File: config.mk
export PLATFORM = sky130hd
export DESIGN_NAME = bit_packer
export DESIGN_NICKNAME = d
export VERILOG_FILES = /design/src/rtl/huffman_pkg.sv /design/src/rtl/byte_fifo.sv /design/src/rtl/bit_packer.sv
export SDC_FILE = /design/constraint.sdc
export NUM_CORES = 1
export LEC_CHECK = 0
export CAP_MARGIN = 20
export CORE_MARGIN = 3
export CORE_UTILIZATION = 53
export DETAILED_ROUTE_END_ITERATION = 16
export HOLD_SLACK_MARGIN = 0.1
export PLACE_DENSITY = 0.74
export SLEW_MARGIN = 20
export SYNTH_ARGS = -nofsm -noshare
export SYNTH_HDL_FRONTEND = slang
export SYNTH_HIERARCHICAL = 1
export SYNTH_SLANG_ARGS = --single-unit
File: constraint.sdc
create_clock -name clk -period 3 [get_ports clk]
set_input_delay 0.3 -clock clk [delete_from_list [all_inputs] [get_ports clk]]
set_output_delay 0.3 -clock clk [all_outputs]
set_load 0.05 [all_outputs]
File: src/rtl/huffman_pkg.sv
// Shared defaults and word type for the Huffman output path.
package huffman_pkg;
    localparam int BYTE_W_DEF     = 8;
    localparam int FIFO_DEPTH_DEF = 4;

    typedef struct packed {
        logic                  last;
        logic [BYTE_W_DEF-1:0] data;
    } word_t;
endpackage

File: src/rtl/byte_fifo.sv
// Small first-word-fall-through FIFO; head entry is visible on o_rdata whenever non-empty.
module byte_fifo #(
    parameter int WIDTH = 9,
    parameter int DEPTH = 4
) (
    input  logic                       clk,
    input  logic                       rst,
    input  logic                       i_push,
    input  logic [WIDTH-1:0]           i_wdata,
    input  logic                       i_pop,
    output logic [WIDTH-1:0]           o_rdata,
    output logic                       o_full,
    output logic                       o_empty,
    output logic [$clog2(DEPTH):0]     o_count
);
    localparam int AW = $clog2(DEPTH);

    logic [WIDTH-1:0] r_mem [DEPTH];
    logic [AW-1:0]    r_wr, r_rd;
    logic [AW:0]      r_count;
    logic             w_push, w_pop;

    assign o_empty = (r_count == '0);
    assign o_full  = (r_count == (AW+1)'(DEPTH));
    assign o_count = r_count;
    // A full FIFO still accepts a push when the head leaves in the same cycle.
    assign w_pop   = i_pop && !o_empty;
    assign w_push  = i_push && (!o_full || w_pop);
    assign o_rdata = o_empty ? '0 : r_mem[r_rd];

    always_ff @(posedge clk) begin
        if (w_push)
            r_mem[r_wr] <= i_wdata;
    end

    always_ff @(posedge clk or posedge rst) begin
        if (rst) begin
            r_wr    <= '0;
            r_rd    <= '0;
            r_count <= '0;
        end else begin
            if (w_push) r_wr <= r_wr + 1'b1;
            if (w_pop)  r_rd <= r_rd + 1'b1;
            case ({w_push, w_pop})
                2'b10:   r_count <= r_count + 1'b1;
                2'b01:   r_count <= r_count - 1'b1;
                default: r_count <= r_count;
            endcase
        end
    end
endmodule

File: src/rtl/bit_packer.sv
// Packs the translator's serial bit stream MSB-first into words, with flush padding,
// and buffers them in a FWFT FIFO. The upstream cannot stall, so drops set a sticky flag.
module bit_packer
    import huffman_pkg::*;
#(
    parameter int BYTE_W     = BYTE_W_DEF,
    parameter int FIFO_DEPTH = FIFO_DEPTH_DEF
) (
    input  logic                          clk,
    input  logic                          rst,
    input  logic                          bit_in,
    input  logic                          bit_valid,
    input  logic                          flush,
    output logic [BYTE_W-1:0]             out_data,
    output logic                          out_valid,
    input  logic                          out_ready,
    output logic                          out_last,
    output logic [$clog2(FIFO_DEPTH):0]   count,
    output logic                          overflow,
    output logic                          flush_done
);
    localparam int CW = $clog2(BYTE_W);

    logic [BYTE_W-1:0] r_sreg;
    logic [CW-1:0]     r_bcnt;
    logic              r_overflow, r_flush_done;

    logic [BYTE_W-1:0] w_shift, w_sreg_nx, w_flush_word;
    logic [CW:0]       w_k, w_sh;
    logic              w_word_done, w_push, w_pop, w_full, w_empty;
    logic [BYTE_W:0]   w_wdata, w_rdata;

    assign w_shift     = {r_sreg[BYTE_W-2:0], bit_in};
    assign w_sreg_nx   = bit_valid ? w_shift : r_sreg;
    assign w_word_done = bit_valid && (r_bcnt == CW'(BYTE_W-1));
    // Pending bits after this cycle's bit; a completed word is handled by w_word_done.
    assign w_k         = {1'b0, r_bcnt} + (CW+1)'(bit_valid);
    assign w_sh        = (CW+1)'(BYTE_W) - w_k;
    // Left-align the k pending bits; stale upper bits shift out, zeros fill in.
    assign w_flush_word = w_sreg_nx << w_sh;

    assign w_push  = w_word_done || (flush && (w_k != '0));
    assign w_wdata = {flush, w_word_done ? w_shift : w_flush_word};
    assign w_pop   = !w_empty && out_ready;

    always_ff @(posedge clk or posedge rst) begin
        if (rst) begin
            r_sreg       <= '0;
            r_bcnt       <= '0;
            r_overflow   <= 1'b0;
            r_flush_done <= 1'b0;
        end else begin
            r_flush_done <= flush;
            if (bit_valid)
                r_sreg <= w_shift;
            if (flush || w_word_done)
                r_bcnt <= '0;
            else if (bit_valid)
                r_bcnt <= r_bcnt + 1'b1;
            if (w_push && w_full && !w_pop)
                r_overflow <= 1'b1;
        end
    end

    byte_fifo #(
        .WIDTH (BYTE_W + 1),
        .DEPTH (FIFO_DEPTH)
    ) u_fifo (
        .clk     (clk),
        .rst     (rst),
        .i_push  (w_push),
        .i_wdata (w_wdata),
        .i_pop   (w_pop),
        .o_rdata (w_rdata),
        .o_full  (w_full),
        .o_empty (w_empty),
        .o_count (count)
    );

    assign out_data   = w_rdata[BYTE_W-1:0];
    assign out_last   = w_rdata[BYTE_W];
    assign out_valid  = !w_empty;
    assign overflow   = r_overflow;
    assign flush_done = r_flush_done;
endmodule

# Yosys cells after proc, flatten, opt, wreduce, memory -nomap -nowiden
# Memory sizes are Yosys's and may differ from the RTL's.
# Index checks and enable logic that the tools add are counted.
# W data, S select, Z words.
dict set report classes {
  add_sub_neg 7
  eq_ne 4
  shift 1
  mux 8
  n_reduce_logical 17
}
# op n
set ops {}
lappend ops {{$mux W8} 2}
lappend ops {{$mux W9} 1}
lappend ops {{$shl A8 B4 Y8} 1}
lappend ops {{$logic_and A1 B1 Y1} 7}
lappend ops {{$add A3 B1 Y3 const B} 2}
lappend ops {{$eq A3 B3 Y1 const B} 2}
lappend ops {{$mux W3} 2}
lappend ops {{$pmux W3 S2} 1}
lappend ops {{$add A2 B1 Y2 const B} 2}
lappend ops {{$add A3 B1 Y4} 1}
lappend ops {{$reduce_bool A2 Y1} 2}
lappend ops {{$reduce_bool A4 Y1} 1}
lappend ops {{$sub A4 B4 Y4 const A} 1}
lappend ops {{$logic_not A1 Y1} 3}
lappend ops {{$logic_not A3 Y1} 1}
lappend ops {{$logic_or A1 B1 Y1} 3}
lappend ops {{$sub A3 B1 Y3 const B} 1}
lappend ops {{$eq A2 B1 Y1 const B} 1}
lappend ops {{$eq A2 B2 Y1 const B} 1}
lappend ops {{$mux W1} 2}
dict set report totals {
  register_bits 20
  ram_bits 36
  inputBits 6
  output_inout_bits 15
  word_cells 45
  n_memories 1
}
# memory depth width rd rd_ports_with_merged_regs wr line_no
set memory_table {}
lappend memory_table {u_fifo.r_mem 4 9 1 0 1 byte_fifo.sv:18} ;# logic [WIDTH-1:0] r_mem [DEPTH];

# Depth between registers and ports, before layout
dict set report depth {
  word_depth 8
  ltp_mapped 12
  mapped_depth_nobuf 11
}

# By module
# The synthesis kept the hierarchy.
# module instances cells_per_inst area_per_inst_um2 seq_area_each_um2
set modules_own_cells {}
lappend modules_own_cells {byte_fifo 1 112 1875.5 1256.2}
lappend modules_own_cells {bit_packer 1 128 1162.4 325.3}

# Worst setup path after synthesis
# Ideal clock, no wire load.
dict set report synth_path {
  path_type {register -> register}
  startpoint {register r_bcnt[0]}
  endpoint {register u_fifo.r_count[2], in the netlist u_fifo/o_count[2]}
  arrival_ns 2.490
  required_ns 2.870
  setup_slack_ns 0.379
  stages_incl_launch_ff 13
  period_less_slack_ns 2.621
  cell_sequence {dfrtp_1 > ha_1 > buf_6 > buf_2 > clkbuf_1 > o21ai_0 > nand2b_1 > buf_2 > nand3b_1 > fa_1 > nand2b_1 > o211ai_1 > nand3_1}
}
dict set report synth_via {
  elab_chain_cells 7
  word_cells_on_any_way 11
  cone_classes {add/sub: 1; eq/ne: 3; mux: 1; reduce/logical: 6}
}
# item line_no
set synth_lines {}
lappend synth_lines {{start: declaration} bit_packer.sv:25} ;# logic [CW-1:0] r_bcnt;
lappend synth_lines {{start signal: assignment} bit_packer.sv:59} ;# r_bcnt <= r_bcnt + 1'b1;
lappend synth_lines {{$add A3 B1 Y4} bit_packer.sv:37} ;# assign w_k = {1'b0, r_bcnt} + (CW+1)'(bit_valid);
lappend synth_lines {{$reduce_bool A4 Y1} bit_packer.sv:42} ;# assign w_push = w_word_done || (flush && (w_k != '0));
lappend synth_lines {{$logic_and A1 B1 Y1} bit_packer.sv:42}
lappend synth_lines {{$logic_or A1 B1 Y1 (*)} bit_packer.sv:42}
lappend synth_lines {{via w_push} bit_packer.sv:30} ;# logic w_word_done, w_push, w_pop, w_full, w_empty;
lappend synth_lines {{$logic_and A1 B1 Y1 (*)} byte_fifo.sv:28} ;# assign w_push = i_push && (!o_full || w_pop);
lappend synth_lines {{$eq A2 B1 Y1 / $eq A2 B2 Y1 (equally long branches)} byte_fifo.sv:44} ;# case ({w_push, w_pop})
lappend synth_lines {{$pmux W3 S2 / $reduce_bool A2 Y1 (equally long branches)} n/a}
lappend synth_lines {{end signal: assignment} byte_fifo.sv:45} ;# 2'b10: r_count <= r_count + 1'b1;
lappend synth_lines {{end signal: assignment} byte_fifo.sv:46} ;# 2'b01: r_count <= r_count - 1'b1;
lappend synth_lines {{end signal: assignment} byte_fifo.sv:47} ;# default: r_count <= r_count;
lappend synth_lines {{end: declaration} byte_fifo.sv:20} ;# logic [AW:0] r_count;
# The timed path passes the listed nets; every way through them passes the cells marked *.
# A chain may end at the register's enable or synchronous reset.

# Final worst setup path
dict set report layout_path {
  startpoint {register u_fifo.r_count[0], in the netlist u_fifo/o_count[0]}
  endpoint {output out_data[5]}
}
dict set report layout_via {
  elab_chain_cells 2
}
# item line_no
set layout_lines {}
lappend layout_lines {{$logic_not A3 Y1} byte_fifo.sv:23} ;# assign o_empty = (r_count == '0);
lappend layout_lines {{$mux W9} byte_fifo.sv:29} ;# assign o_rdata = o_empty ? '0 : r_mem[r_rd];
lappend layout_lines {{end: declaration} bit_packer.sv:14} ;# output logic [BYTE_W-1:0] out_data,
# No other way between the ends.

==> flow_summary.ini <==
[status]
run_status = completed

[drt]
initialDrtViolationCount = 113
drt_drc_violations_left = 0
drt_wl_total_um = 5226
drt-pass1-iter-count = 4
detail_routed_via_count_per_cell = 5.589
wl_per_instance_um = 15.55
vias = 1878
number_of_antenna_violating_nets_in_the_routed_design = 0

[sta]
worst_slew_pin_slew_ns = 0.5292
highest_clock_rate_ghz = 0.3816
timing.final.crit_share_pct = 87.35
timing.slew.headroom_pct = 64.35
slew_viols_final = 0
fin_skew_ns = 0.004591
finalHoldViolCount = 0
final-setup-viol-count = 0
grt_setup_unrepaired = no
post-route-min-period_ns = 2.620
setup_tns_ns = 0

[die]
dieArea_mm2 = 0.006677
initial_utilization_pct = 56.94
die-width_um = 81.71
std_cell_rows = 26
top_level_ports = 21
floorplan.core_area_mm2 = 0.005335
die_height_um = 81.71

[power]
total_leakage_power_nw = 1.299
netSwitchingFraction_pct = 41.68
power_density_mw_per_mm2 = 913.7
power_frac_clock_pct = 13.0
combPwrFrac_pct = 50.5
internal_power_mw = 1.832
sequential_group_share_of_total_power_pct = 36.5
max-vdd-ir-drop_v = 0.0006611
total_switching_power_mw = 1.309

[clock_tree]
cts_tree = done
cts_buffers = 5
cts.clk_slew.worst_paths_ns = 0.10
clock-root-buffer = clkbuf_8
worst_skew_pair.late_latency_ns = 0.31
post_cts.resized_instances = 0
maximum_root_to_sink_buffer_count = 2
tritoncts_num_sinks = 56
ctsHtreeMaxLevel = 2
post_cts_hold_buffer_count = 0
postcts_setup_bufs = 0

[layout]
commonest_cells_after_routing_fill_and_taps_aside = edfxtp_1, dfrtp_1, clkdlybuf4s50_1
finish.net_count = 281
area_growth_syn_to_layout_pct = 13.14
insertedDiodeCount = 0
post_route_cells_drive_above_1_share_pct = 20.68
layout.core_utilization_pct = 64.42
commonest_non_fill_non_tap_cell_in_the_layout = edfxtp_1

[critical_path]
worst_setup_path_end_kind = output pin
worst-endpoint-required_ns = 2.70
worst-r2r-setup-slack_ns = 0.44
worstSetupStartpointType = flop
timing.rr.start = r_bcnt[1]
worstRegToRegCells = 5
worst-path-max-fanout = 13
worstPathArrival_ns = 2.32
crit_type = reg2out
timing.rr.end = u_fifo/r_mem[2][1]

[yosys]
synthesis.nets = 256
synth-main-ff-cell = edfxtp_1
yosys.area.top_type_share_pct = 35.58
avgSynthCellArea_um2 = 12.66
synth-edff-count = 36
post_synth_instance_area_mm2 = 0.003038
proportion_of_synthesized_chip_area_in_sequential_cells_pct = 52.06
cell_taking_the_most_area_after_synthesis = edfxtp_1
synth.top_cells.by_area = edfxtp_1, dfrtp_1, mux4_2, mux2_2, ha_1
synth-seq-cells = 56
postSynthCellCount = 240
yosysWarningCount = 6
count_of_different_cell_masters_after_synthesis = 54
synth_async_sr_flop_share_pct = 35.71

[grt]
grt.total_usage_pct = 17.22
grt_first_pass_wirelength_um = 8652
grt_antenna_before_repair = 0
grt_max_degree = 28
overflow = 0
first_global_vias = 1794

[flow_run]
drv_cap = 0

[place]
globalplace.congestion = 0.8779
hpwlAfterDp_um = 3799
place.port_buffers = 20

[min_path]
hold_path_class = in2async
kinds of logic after synthesis:
family,after synthesis,synth area share [%]
AND/OR/NAND/NOR,69,12.93
flip-flops,56,52.06
AO/OA/AOI/OAI,40,9.432
multiplexers,29,14.58
buffers and inverters,26,3.748
XOR/XNOR,10,2.883
adder cells (fa/ha/maj),10,4.366
through the flow:
step | hold slack (ns) | setup slack, ns | cells | power, mW | area [µm²]
2_1_floorplan | 0.1034 | 0.3792 | 240 | 2.314 | 3038
3_3_place_gp | 0.4424 | 0.1748 | 328 | 2.729 | 3347
3_5_place_dp | 0.4444 | 0.1009 | 328 | 2.760 | 3347
4_1_cts | 0.2516 | 0.3523 | 336 | 3.169 | 3437
5_1_grt | 0.2755 | 0.2081 | 336 | 3.330 | 3437
6_report | 0.2472 | 0.3796 | 336 | 3.140 | 3437
critical path: stages, from the launching register on:
cell and delay, ns:
dfrtp_1 0.46, or3_2 0.65, and2_1 0.20, clkdlybuf4s50_1 0.69
layer usage:
layer,routed length (µm),global-route usage [%]
met5,0,0
met4,74,5.150
met3,146,2.961
met2,2486,29.23
met1,2518,22.74
final cells by class:
cell class	instances	area, µm²
clock buffer	5	68.82
clock inverter	3	21.27
fill	415	1898
inverter	12	45.04
multi-input combinational	158	1343
sequential	56	1582
tap	70	87.58
timing repair buffer	32	290.3
cells in the mapped netlist (8+ instances only):
cell      instances
dfrtp_1          20
a21oi_1           8
mux4_2           10
inv_1            12
and2_1           10
ha_1              9
nor2_1           10
mux2_2           13
edfxtp_1         36
nand2_1          15
registers in the layout (all words and copies together), names as in the netlist:
signal	count
u_fifo/r_mem	36
r_sreg	8
r_bcnt	3
u_fifo/o_count	3
u_fifo/r_rd	2
u_fifo/r_wr	2
flush_done	1
overflow	1
worst max path at each step:
stage / from / to / slack [ns] / cells after the start
after floorplan: r_bcnt[0] / u_fifo/o_count[2] / 0.38 / 12
after global placement: bit_valid / u_fifo/o_count[2] / 0.17 / 12
after detailed placement: bit_valid / u_fifo/o_count[1] / 0.10 / 12
after CTS: u_fifo/o_count[0] / out_data[5] / 0.35 / 3
after global routing: bit_valid / u_fifo/o_count[1] / 0.21 / 12
final: u_fifo/o_count[0] / out_data[5] / 0.38 / 3
power groups by stage:
stage	logic, mW	registers (mW)	clock network, mW
4_1_cts	1.60	1.15	0.423
3_3_place_gp	1.57	1.16	0
2_1_floorplan	1.12	1.20	0
5_1_grt	1.71	1.17	0.447
3_5_place_dp	1.60	1.16	0
6_report	1.58	1.15	0.409
Power figures use the tool's default switching activity.
